## config.mk

```make
export PLATFORM = sky130hd
export DESIGN_NAME = mem_arbiter
export DESIGN_NICKNAME = d
export VERILOG_FILES = /design/src/rtl/mem_arb_pkg.sv /design/src/rtl/rr_prio_sel.sv /design/src/rtl/mem_arbiter.sv
export SDC_FILE = /design/constraint.sdc
export NUM_CORES = 1
export LEC_CHECK = 0
export ABC_AREA = 1
export CAP_MARGIN = 20
export CORE_MARGIN = 3
export CORE_UTILIZATION = 35
export CTS_BUF_LIST = sky130_fd_sc_hd__clkbuf_4 sky130_fd_sc_hd__clkbuf_8
export DETAILED_ROUTE_END_ITERATION = 7
export DONT_BUFFER_PORTS = 1
export HOLD_SLACK_MARGIN = 0.15
export PLACE_DENSITY = 0.62
export SYNTH_ARGS = -nofsm -noshare
export SYNTH_HDL_FRONTEND = slang
export SYNTH_SLANG_ARGS = --single-unit
```

## constraint.sdc

```tcl
create_clock -name clk -period 1.8 [get_ports clk]
set_input_delay 0.18 -clock clk [delete_from_list [all_inputs] [get_ports clk]]
set_output_delay 0.18 -clock clk [all_outputs]
set_load 0.02 [all_outputs]
```

## src/rtl/mem_arb_pkg.sv

```systemverilog
// mem_arb_pkg: shared FSM state type and default sizing for the memory arbiter
package mem_arb_pkg;
   typedef enum logic [1:0] {IDLE, CMD, RESP, TOUT} state_t;
   localparam int DEF_NB_REQ = 3;
   localparam int DEF_ADDR_WIDTH = 32;
   localparam int DEF_DATA_WIDTH = 32;
   localparam int DEF_TIMEOUT_CYCLES = 255;
   localparam int CNT_WIDTH = 16;
endpackage

```

## src/rtl/rr_prio_sel.sv

```systemverilog
// rr_prio_sel: round-robin pick of the first active request after last_winner
module rr_prio_sel #(
   parameter int NB_REQ = 3,
   localparam int IW = $clog2(NB_REQ)
) (
   input  logic [NB_REQ-1:0] req,
   input  logic [IW-1:0]     last_winner,
   output logic              valid,
   output logic [IW-1:0]     index
);
   // Scan farthest-first so the nearest request after last_winner overwrites last
   always_comb begin
      valid = 1'b0;
      index = '0;
      for (int k = NB_REQ; k >= 1; k--)
         if (req[(int'(last_winner) + k) % NB_REQ]) begin
            valid = 1'b1;
            index = IW'((int'(last_winner) + k) % NB_REQ);
         end
   end
endmodule

```

## src/rtl/mem_arbiter.sv

```systemverilog
// mem_arbiter: N-port round-robin arbiter onto one downstream memory port,
// one outstanding transaction, with response timeout
module mem_arbiter
   import mem_arb_pkg::*;
#(
   parameter int NB_REQ = DEF_NB_REQ,
   parameter int ADDR_WIDTH = DEF_ADDR_WIDTH,
   parameter int DATA_WIDTH = DEF_DATA_WIDTH,
   parameter int TIMEOUT_CYCLES = DEF_TIMEOUT_CYCLES,
   localparam int IW = $clog2(NB_REQ),
   localparam int BW = DATA_WIDTH / 8
) (
   input  logic                                 clk,
   input  logic                                 rst,
   input  logic [NB_REQ-1:0]                    req_i,
   input  logic [NB_REQ-1:0][ADDR_WIDTH-1:0]    addr_i,
   input  logic [NB_REQ-1:0]                    we_i,
   input  logic [NB_REQ-1:0][BW-1:0]            be_i,
   input  logic [NB_REQ-1:0][DATA_WIDTH-1:0]    wdata_i,
   output logic [NB_REQ-1:0]                    gnt_o,
   output logic [NB_REQ-1:0]                    rvalid_o,
   output logic [DATA_WIDTH-1:0]                rdata_o,
   output logic                                 err_o,
   output logic                                 m_req_o,
   output logic [ADDR_WIDTH-1:0]                m_addr_o,
   output logic                                 m_we_o,
   output logic [BW-1:0]                        m_be_o,
   output logic [DATA_WIDTH-1:0]                m_wdata_o,
   input  logic                                 m_gnt_i,
   input  logic                                 m_rvalid_i,
   input  logic                                 m_err_i,
   input  logic [DATA_WIDTH-1:0]                m_rdata_i
);
   localparam logic [CNT_WIDTH-1:0] TO = CNT_WIDTH'(TIMEOUT_CYCLES);
   state_t state;
   logic [IW-1:0] owner, last_winner, sel_idx;
   logic sel_valid;
   logic [CNT_WIDTH-1:0] cnt;
   logic cmd_ok, resp_ok, tout;
   logic [NB_REQ-1:0] owner_oh;
   rr_prio_sel #(.NB_REQ(NB_REQ)) u_sel (
      .req(req_i),
      .last_winner(last_winner),
      .valid(sel_valid),
      .index(sel_idx)
   );
   always_ff @(posedge clk) begin
      if (rst) begin
         state <= IDLE;
         last_winner <= IW'(NB_REQ - 1);
         owner <= '0;
         cnt <= '0;
         m_addr_o <= '0;
         m_we_o <= 1'b0;
         m_be_o <= '0;
         m_wdata_o <= '0;
      end else begin
         case (state)
            IDLE: if (sel_valid) begin
               owner <= sel_idx;
               m_addr_o <= addr_i[sel_idx];
               m_we_o <= we_i[sel_idx];
               m_be_o <= be_i[sel_idx];
               m_wdata_o <= wdata_i[sel_idx];
               state <= CMD;
            end
            CMD: if (m_gnt_i) begin
               last_winner <= owner;
               cnt <= '0;
               state <= RESP;
            end
            RESP: if (m_rvalid_i) state <= IDLE;
            else begin
               cnt <= (cnt == TO) ? cnt : cnt + 1'b1;
               if (cnt + 1'b1 >= TO) state <= TOUT;
            end
            default: state <= IDLE;
         endcase
      end
   end
   // Handshake outputs follow the downstream inputs in the same cycle; rst masks them
   assign cmd_ok = (state == CMD) && m_gnt_i && !rst;
   assign resp_ok = (state == RESP) && m_rvalid_i && !rst;
   assign tout = (state == TOUT) && !rst;
   assign owner_oh = NB_REQ'(1) << owner;
   assign m_req_o = (state == CMD);
   assign gnt_o = cmd_ok ? owner_oh : '0;
   assign rvalid_o = (resp_ok || tout) ? owner_oh : '0;
   assign rdata_o = resp_ok ? m_rdata_i : '0;
   assign err_o = resp_ok ? m_err_i : tout;
endmodule

```

==> results of run 1 <==
==> stage by stage <==
| stage | hold slack, ns | power (mW) |
|---|---|---|
| final | 0.1815 | 10.48 |
| after global routing | 0.1919 | 10.95 |
| after CTS | -0.1755 | 8.658 |
| after detailed placement | 0.2556 | 6.351 |
| after global placement | 0.2533 | 6.314 |
| after floorplan | 0.3478 | 5.417 |
==> worst reg2reg max path, stage by stage, from the launching register on <==
cell,delay (ns)
dfxtp_2,0.35
inv_2,0.05
ha_4,0.29
inv_6,0.05
nand2_4,0.06
nand3_4,0.08
nand2_4,0.10
nor2_4,0.04
o21ai_4,0.07
nand2_4,0.13
buf_12,0.16
buf_8,0.12
buf_12,0.14
nand2_2,0.08
o211ai_1,0.14
a21oi_2,0.17
==> power by group <==
group          leakage [nW]  internal [mW]  switching (mW)
logic                  4.36           2.61            3.01
registers             0.753           2.42           0.851
clock network         0.110          0.685           0.909
total                  5.23           5.71            4.77
==> placed cells by master, fill, tap and decap left out, types with 9 or more instances in the layout <==
cell | Yosys | routed
o21ai_1 | 1 | 13
nand2_2 | 7 | 43
clkbuf_16 | 0 | 14
nand3_1 | 53 | 44
inv_2 | 7 | 11
buf_4 | 2 | 52
nor2_1 | 72 | 39
nand2_1 | 317 | 261
clkbuf_8 | 0 | 9
nand3_2 | 3 | 9
nand2_4 | 1 | 19
o211ai_1 | 51 | 51
o21ai_0 | 55 | 38
a21oi_2 | 0 | 21
buf_6 | 16 | 44
dfxtp_1 | 91 | 85
inv_1 | 174 | 166
nand4_1 | 14 | 14
buf_12 | 0 | 22
nor2_4 | 2 | 34
dlygate4sd3_1 | 0 | 211
a21oi_1 | 75 | 54
==> layout make-up <==
| type | instances | area share |
|---|---|---|
| Antenna cell | 5 | 0.001137 |
| Clock buffer | 9 | 0.01126 |
| Clock inverter | 7 | 0.008186 |
| Inverter | 184 | 0.06788 |
| Multi-Input combinational cell | 678 | 0.3562 |
| Sequential cell | 91 | 0.1667 |
| Tap cell | 220 | 0.02501 |
| Timing Repair Buffer | 352 | 0.3623 |
| Timing Repair inverter | 2 | 0.001364 |
==> flip-flops by register name (all words and copies together), names as in the netlist <==
signal and flops:
m_addr_o 32, m_wdata_o 32, cnt 16, m_be_o 4, last_winner 2, owner 2
state 2, m_we_o 1
==> kinds of logic after synthesis <==
| kind of cell | count (synthesis) | share of synthesized area |
|---|---|---|
| AND/OR/NAND/NOR | 483 | 0.3310 |
| buffers and inverters | 243 | 0.1754 |
| AO/OA/AOI/OAI | 189 | 0.1816 |
| flip-flops | 91 | 0.3008 |
| adder cells (fa/ha/maj) | 4 | 0.008265 |
| XOR/XNOR | 2 | 0.002893 |
==> synthesized netlist by cell type, drive strengths merged (5+ instances only) <==
| cell | n | area, um^2 |
|---|---|---|
| inv | 183 | 691.9 |
| nor2 | 76 | 305.3 |
| dfxtp | 91 | 1822 |
| clkbuf | 26 | 97.59 |
| nand3 | 56 | 295.3 |
| o211ai | 51 | 382.9 |
| buf | 33 | 269.0 |
| nand2 | 325 | 1245 |
| nand4 | 14 | 87.58 |
| o21ai | 57 | 296.5 |
| nor3 | 5 | 25.02 |
| a21oi | 75 | 375.4 |
==> timing repair <==
| item | 4_1_cts | 5_1_grt |
|---|---|---|
| buffers inserted | 6 | 16 |
| setup endpoints to repair | 110 | 125 |
| hold buffers | 176 | 36 |
| resized for setup | 59 | 256 |
| cloned | 6 | 21 |
| hold endpoints to repair | 89 | 28 |
| pin swaps | 7 | 51 |
==> worst paths after layout <==
kind / start / endpoint / slack, ns
max: last_winner[0] / m_wdata_o[10] / -0.28
min: rst / m_wdata_o[28] / 0.18
max reg2reg: last_winner[0] / m_wdata_o[10] / -0.28
min reg2reg: cnt[4] / cnt[4] / 0.49
==> routing by layer <==
layer  wire, um  vias to the layer above  GRT usage
met5          0                        -          0
met4       2130                        0     0.1813
met3       3108                      216    0.06501
met2      15380                      685     0.4363
met1      10710                     3808     0.2648
li1           -                     3795          -
==> impl_metrics.env, run 1 <==
export IMPL_dr_first_iter_drc_count=836
export IMPL_rsz0062_at_grt="yes"
export IMPL_finalSetupTns_ns=-12.56
export IMPL_insertion_delay_ns=0.40
export IMPL_vias=8504
export IMPL_num_rows=47
export IMPL_fillers=1226
export IMPL_r2r_cells=15
export IMPL_power_density_nw_per_um2=952.5
export IMPL_numCtsBuffers=9
export IMPL_track_usage=0.2525
export IMPL_seqCellArea_um2=1834
export IMPL_status="finished, violations left"
export IMPL_die_w_um=137.5
export IMPL_io_buffers=0
export IMPL_pre_cts_ws_ns=-0.1357
export IMPL_hold_viol_final=0
export IMPL_finalSetupViolations=100
export IMPL_critPathMaxFanout=8
export IMPL_synth_nets=1263
export IMPL_clk_transition_reported_paths_ns=0.12
export IMPL_drc=0
export IMPL_cts_root_buffer="clkbuf_8"
export IMPL_end_kind="flop"
export IMPL_yosys_most_used_dff="dfxtp_1"
export IMPL_path_depth=15
export IMPL_place_gp_congestion=0.9266
export IMPL_maxCapViolations=0
export IMPL_cts_tree="built"
export IMPL_startpoint_type="flop"
export IMPL_synthCells=1012
export IMPL_fmax_mhz=480.5
export IMPL_grt_pass1_vias=7363
export IMPL_leakage_nw=5.228
export IMPL_skew_ns=0.02404
export IMPL_cts_sinks=91
export IMPL_cp_top_family="buffers and inverters"
export IMPL_placeableCoreArea_um2=16760
export IMPL_fin_crit_sh=1.156
export IMPL_crit_slowest_cell="dfxtp_2"
export IMPL_areaGrowthSynthToFinish_pct=81.71
export IMPL_worstSetupPathType="flop to flop"
export IMPL_grt_start_max_net_pins=64
export IMPL_final_max_slew_viol_count=0
export IMPL_worst_slack_ns=-0.2813
export IMPL_post_dp_hpwl_mm=15.34
export IMPL_cts_buffer_depth=2
export IMPL_hold_path_class="input port to flop"
export IMPL_ys_async_sr_fraction=0
export IMPL_grt_pass1_wl_mm=37.34
export IMPL_cpMostUsedCell="nand2_4"
export IMPL_critPathBufInv=5
export IMPL_syn_area_per_cell_um2=5.984
export IMPL_htree_levels=3
export IMPL_synth_area_um2=6056
export IMPL_grt_overflow=0
export IMPL_wirelength_mm=31.33
export IMPL_dr_pass1_iters=6
export IMPL_die_area_um2=18920
export IMPL_cp_arrival_ns=2.43
export IMPL_stdcell_count=1548
export IMPL_crit_path_cell_trace="inv_2 > ha_4 > inv_6 > nand2_4 > nand3_4 > nand2_4 > nor2_4 > o21ai_4 > nand2_4 > buf_12 > buf_8 > buf_12 > nand2_2 > o211ai_1 > a21oi_2"
export IMPL_synth_edf_count=0
export IMPL_ys_types=34
export IMPL_required_ns=2.14
export IMPL_routed_via_density=5.494
export IMPL_failed_checks="negative setup slack"
export IMPL_seq_area_frac_synth=0.3008
export IMPL_die_h_um=137.5
export IMPL_ios=356
export IMPL_synth_seq_cells=91
export IMPL_dp_cells=1267
export IMPL_wl_per_cell_um=20.24
export IMPL_slowest_delay_ns=0.35
export IMPL_min_path_cells=4
export IMPL_stdcell_area_um2=11000
export IMPL_placed_area_um2=6832
export IMPL_initial_core_util=0.3613
export IMPL_ir_worst_vdd_v=0.0005668
export IMPL_synth_warnings=0
export IMPL_worst_pin_slew_ns=0.4988
export IMPL_multi_input_area_um2=3920
export IMPL_period_minus_slack_ns=2.081
export IMPL_antenna_found_initial=3
export IMPL_postRouteAntennaNets=0
export IMPL_drive_above_1_share=0.2517
export IMPL_relSlewSlack=0.6662
export IMPL_postLayoutCoreUtil=0.6566
export IMPL_nets=1569
(Power assumes the default switching activity.)
==> inputs of run 2 (changes only) <==
Settings changed: RECOVER_POWER from default to 100.
==> run 2 against run 1 <==
Compared with the run above: the run still ends with negative setup slack left; setup slack worse by 0.044 ns; sequential cell count stayed put; count of clock-buffer cells in the layout stayed put; critical endpoint unchanged; global-route usage stayed put; core utilization is 0.20 points lower; highest routed layer unchanged.
==> impl_metrics.env, run 2 (synthesized netlist as in run 1, its figures left out) <==
export IMPL_skew_ns=0.02407
export IMPL_pwr_share_seq=0.312
export IMPL_wirelength_mm=31.39
export IMPL_fillers=1231
export IMPL_wl_per_cell_um=20.29
export IMPL_top_usage_layer="met2"
export IMPL_period_minus_slack_ns=2.126
export IMPL_hold_path_class="input port to flop"
export IMPL_crit_slowest_cell="dfxtp_2"
export IMPL_cp_arrival_ns=2.47
export IMPL_grt_util_met1=0.2648
export IMPL_dp_cells=1267
export IMPL_postLayoutCoreUtil=0.6546
export IMPL_min_path_cells=4
export IMPL_die_area_um2=18920
export IMPL_cts_root_buffer="clkbuf_8"
export IMPL_maxCapViolations=0
export IMPL_mostFrequentLayoutCells="nand2_1, dlygate4sd3_1, inv_1"
export IMPL_failed_checks="negative setup slack"
export IMPL_grt_start_max_net_pins=64
export IMPL_vias=8541
export IMPL_critPathBufInv=5
export IMPL_combPwrFrac=0.536
export IMPL_seqCellArea_um2=1834
export IMPL_required_ns=2.14
export IMPL_worst_pin_slew_ns=0.5322
export IMPL_postRouteAntennaNets=0
export IMPL_fin_crit_sh=1.181
export IMPL_place_gp_congestion=0.9266
export IMPL_path_depth=15
export IMPL_drive_above_1_share=0.2494
export IMPL_insertion_delay_ns=0.40
export IMPL_finalPower_mw=10.48
export IMPL_ir_worst_vdd_v=0.0005666
export IMPL_antenna_found_initial=3
export IMPL_startpoint_type="flop"
export IMPL_fmax_mhz=470.5
export IMPL_post_dp_hpwl_mm=15.34
export IMPL_slowest_delay_ns=0.35
export IMPL_htree_levels=3
export IMPL_routed_via_density=5.521
export IMPL_track_usage=0.2525
export IMPL_rsz0062_at_grt="yes"
export IMPL_met3_usage=0.06501
export IMPL_ios=356
export IMPL_relSlewSlack=0.6452
export IMPL_cts_sinks=91
export IMPL_numCtsBuffers=9
export IMPL_die_w_um=137.5
export IMPL_dr_pass1_iters=6
export IMPL_leakage_nw=5.215
export IMPL_reg_top3="m_addr_o: 32 flops, m_wdata_o: 32 flops, cnt: 16 flops"
export IMPL_grt_pass1_vias=7363
export IMPL_placeableCoreArea_um2=16760
export IMPL_worstSetupPathType="flop to flop"
export IMPL_r2r_cells=15
export IMPL_finalSetupViolations=98
export IMPL_critPathMaxFanout=8
export IMPL_clk_transition_reported_paths_ns=0.12
export IMPL_dr_first_iter_drc_count=805
export IMPL_layout_commonest_cell="nand2_1"
export IMPL_switching_share=0.4554
export IMPL_crit_path_cell_trace="inv_2 > ha_4 > inv_6 > nand2_4 > nand3_4 > nand2_4 > nor2_4 > o21ai_4 > nand2_4 > buf_12 > buf_8 > buf_12 > nand2_2 > o211ai_1 > a21oi_2"
export IMPL_p_clk_frac=0.152
export IMPL_areaGrowthSynthToFinish_pct=81.16
export IMPL_nets=1569
export IMPL_power_density_nw_per_um2=955.1
export IMPL_grt_overflow=0
export IMPL_cpMostUsedCell="nand2_4"
export IMPL_status="finished, violations left"
export IMPL_num_rows=47
export IMPL_grt_met2_usage=0.4363
export IMPL_p_int_mw=5.706
export IMPL_worst_slack_ns=-0.3256
export IMPL_drc=0
export IMPL_cts_tree="built"
export IMPL_grt_pass1_wl_mm=37.34
export IMPL_hold_viol_final=0
export IMPL_p_switching_mw=4.772
export IMPL_hold_slack_ns=0.1886
export IMPL_io_buffers=0
export IMPL_multi_input_area_um2=3918
export IMPL_end_kind="flop"
export IMPL_final_max_slew_viol_count=0
export IMPL_stdcell_count=1547
export IMPL_initial_core_util=0.3613
export IMPL_cts_buffer_depth=2
export IMPL_die_h_um=137.5
export IMPL_cp_top_family="buffers and inverters"
==> run 2: what timing repair did <==
action / 4_1_cts / 5_1_grt
hold buffers: 176 / 36
setup buffers: 6 / 16
gates resized for setup: 59 / 256
endpoints found under the hold margin: 89 / 28
endpoints found under the setup margin: 110 / 125
cloned: 6 / 21
pin swaps: 7 / 51
==> run 2: per-layer routing <==
layer / routed length [um] / share of wire
met5: 0 / 0
met4: 2228 / 0.071
met3: 3268 / 0.10
met2: 15370 / 0.49
met1: 10530 / 0.34
==> run 2: stage by stage <==
step / setup TNS [ns] / setup slack [ns] / area [um^2]
6_report: -11.51 / -0.3256 / 10970
5_1_grt: -20.09 / -0.3593 / 10970
4_1_cts: -3.291 / -0.1242 / 9155
3_5_place_dp: -5.565 / -0.1357 / 6832
3_3_place_gp: -3.150 / -0.1204 / 6832
2_1_floorplan: -0.1340 / -0.04272 / 6087
==> run 2: final cells by class <==
type                            count  area share
Antenna cell                        4   0.0009124
Inverter                          184     0.06786
Timing Repair inverter              2    0.001369
Timing Repair Buffer              352      0.3610
Clock buffer                        9     0.01129
Tap cell                          220     0.02509
Sequential cell                    91      0.1672
Clock inverter                      7    0.008212
Multi-Input combinational cell    678      0.3571
==> run 2: path summary, 6_finish.rpt <==
| check | slack, ns | endpoint | from |
|---|---|---|---|
| setup / recovery | -0.33 | m_wdata_o[10] | last_winner[0] |
| hold / removal | 0.19 | m_wdata_o[28] | rst |
| hold reg to reg | 0.49 | cnt[4] | cnt[4] |
| setup reg to reg | -0.33 | m_wdata_o[10] | last_winner[0] |
==> run 2: tightest hold or removal path: stages <==
cell	delay [ns]
inv_2	0.02
buf_12	0.18
o21ai_2	0.09
a21oi_2	0.04
==> run 2: power by group through the flow <==
stage	Sequential, mW	Clock (mW)	Combinational (mW)
floorplan	3.12	0	2.30
global placement	3.28	0	3.03
detailed placement	3.27	0	3.08
CTS	3.24	1.62	3.80
global route	3.31	1.67	5.96
finish	3.27	1.59	5.62
==> inputs of run 3 (changes only) <==
==> constraint.sdc (replaced) <==
create_clock -name clk -period 1.8 [get_ports clk]
set_input_delay 0.36 -clock clk [delete_from_list [all_inputs] [get_ports clk]]
set_output_delay 0.36 -clock clk [all_outputs]
set_load 0.02 [all_outputs]
==> run 3 against run 2 <==
Compared with the run above: the flow still finishes with violations (negative setup slack); core utilization down 18 points; worst hold slack got worse by 0.13 ns; critical path type unchanged; largest cell class is now multi-input combinational cells; combinational power fell by 30%; setup slack better by 0.17 ns; die area did not move.
==> impl_metrics.env, run 3 (synthesized netlist as in run 1, its figures left out) <==
export IMPL_status="finished, violations left"
export IMPL_failed_checks="negative setup slack"
export IMPL_insertion_delay_ns=0.38
export IMPL_top_usage_layer="met2"
export IMPL_pwr_share_seq=0.382
export IMPL_period_minus_slack_ns=1.955
export IMPL_ios=356
export IMPL_io_buffers=0
export IMPL_placeableCoreArea_um2=16760
export IMPL_die_w_um=137.5
export IMPL_wirelength_mm=21.58
export IMPL_place_gp_congestion=0.8904
export IMPL_grt_util_met1=0.2440
export IMPL_required_ns=2.07
export IMPL_worst_slack_ns=-0.1553
export IMPL_cts_root_buffer="clkbuf_8"
export IMPL_stdcell_area_um2=8030
export IMPL_final_max_slew_viol_count=0
export IMPL_finalSetupTns_ns=-8.665
export IMPL_hold_slack_ns=0.05385
export IMPL_num_rows=47
export IMPL_switching_share=0.4496
export IMPL_dp_cells=1271
export IMPL_multi_input_area_um2=3642
export IMPL_grt_start_max_net_pins=57
export IMPL_reg2reg_slack_ns=-0.16
export IMPL_hold_path_class="input port to flop"
export IMPL_maxCapViolations=0
export IMPL_end_kind="flop"
export IMPL_finalPower_mw=8.493
export IMPL_drc=0
export IMPL_combPwrFrac=0.461
export IMPL_met3_usage=0.05405
export IMPL_skew_ns=0.01952
export IMPL_cts_sinks=91
export IMPL_r2r_end="m_addr_o[9]"
export IMPL_clk_transition_reported_paths_ns=0.09
export IMPL_p_int_mw=4.675
export IMPL_routed_via_density=5.014
export IMPL_areaGrowthSynthToFinish_pct=32.60
export IMPL_p_switching_mw=3.818
export IMPL_nets=1346
export IMPL_grt_pass1_wl_mm=31.19
export IMPL_rsz0062_at_grt="yes"
export IMPL_r2r_start="last_winner[0]"
export IMPL_layout_commonest_cell="nand2_1"
export IMPL_ir_worst_vdd_v=0.0004973
export IMPL_placed_area_um2=6887
export IMPL_track_usage=0.2114
export IMPL_cts_tree="built"
export IMPL_htree_levels=3
export IMPL_finalSetupViolations=105
export IMPL_p_clk_frac=0.157
export IMPL_die_h_um=137.5
export IMPL_drive_above_1_share=0.2436
export IMPL_antenna_found_initial=2
export IMPL_postLayoutCoreUtil=0.4791
export IMPL_stdcell_count=1322
export IMPL_dr_first_iter_drc_count=426
export IMPL_die_area_um2=18920
export IMPL_post_dp_hpwl_mm=15.20
export IMPL_ctsHoldBuffers=2
export IMPL_fin_crit_sh=1.086
export IMPL_min_path_cells=1
export IMPL_leakage_nw=4.025
export IMPL_pre_cts_ws_ns=-0.2601
export IMPL_initial_core_util=0.3613
export IMPL_grt_pass1_vias=6044
export IMPL_worst_pin_slew_ns=0.3540
export IMPL_dr_pass1_iters=4
export IMPL_cp_arrival_ns=2.22
export IMPL_fillers=1691
export IMPL_relSlewSlack=0.7631
export IMPL_grt_met2_usage=0.3788
export IMPL_numCtsBuffers=9
export IMPL_critPathMaxFanout=11
export IMPL_postRouteAntennaNets=0
export IMPL_cts_buffer_depth=2
export IMPL_r2r_cells=15
export IMPL_seqCellArea_um2=1841
export IMPL_worstSetupPathType="flop to flop"
export IMPL_fmax_mhz=511.4
export IMPL_grt_overflow=0
export IMPL_hold_viol_final=0
export IMPL_hold_start="rst"
export IMPL_hold_end="owner[1]"
export IMPL_reg_top3="m_addr_o: 32 flops, m_wdata_o: 32 flops, cnt: 16 flops"
export IMPL_startpoint_type="flop"
export IMPL_vias=6628
export IMPL_power_density_nw_per_um2=1058
export IMPL_wl_per_cell_um=16.32
export IMPL_mostFrequentLayoutCells="nand2_1, inv_1, dfxtp_1"
-- run 3: changes by cell type in the layout (fill, tap and decap cells not counted), moves of 10 or more --
cell,change
dlygate4sd3_1,-210
nand2_1,+23
buf_4,+21
nor2_4,-20
o21ai_0,+16
a21oi_1,+15
a21oi_2,-15
nand2_2,-13
clkbuf_16,-12
o21ai_1,-12
nor2_1,+10
nor2_2,+10
-- run 3: cell type report --
type,instances,share of cell area
antenna,2,0.0006232
clock buffer,10,0.01636
clock inverter,6,0.006232
inverter,184,0.08944
multi-input combinational,679,0.4536
sequential,91,0.2292
tap,220,0.03428
timing repair buffer,130,0.1703
-- run 3: power by group through the flow --
stage	registers [mW]	logic, mW	clock network, mW
6_report	3.24	3.91	1.34
3_5_place_dp	3.27	3.15	0
3_3_place_gp	3.28	3.11	0
5_1_grt	3.29	4.35	1.47
2_1_floorplan	3.12	2.30	0
4_1_cts	3.24	3.80	1.40
-- run 3: timing repair --
item	in CTS	in global routing
gates cloned	7	2
hold endpoints to repair	29	28
setup buffers	22	6
resized for setup	103	75
pin swaps	18	31
endpoints found under the setup margin	110	129
-- run 3: worst max path at each step --
stage / from / to / slack (ns) / cells after the start
after detailed placement: last_winner[0] / m_addr_o[0] / -0.26 / 16
after global placement: last_winner[0] / m_addr_o[0] / -0.28 / 16
after CTS: last_winner[0] / m_addr_o[8] / -0.16 / 13
final: last_winner[0] / m_addr_o[9] / -0.16 / 15
after global routing: state[1] / rvalid_o[2] / -0.26 / 8
after floorplan: state[0] / gnt_o[0] / -0.22 / 4
-- run 3: worst max-delay path: stages (launching register included) --
cell and delay [ns]:
dfxtp_2 0.34, inv_2 0.05, ha_4 0.29, inv_6 0.05, nand2_4 0.06, nand3_4 0.07, nand2_4 0.10, nor2_4 0.05
o21ai_4 0.11, nand2_8 0.14, buf_6 0.16, buf_12 0.14, nand2_2 0.05, nand2_1 0.05, a21oi_1 0.14, nor2_1 0.05
-- run 3: routing by layer --
layer | vias up | wire, um
met3 | 32 | 1651
met4 | 0 | 413
li1 | 3333 | -
met2 | 277 | 11070
met5 | - | 0
met1 | 2986 | 8445
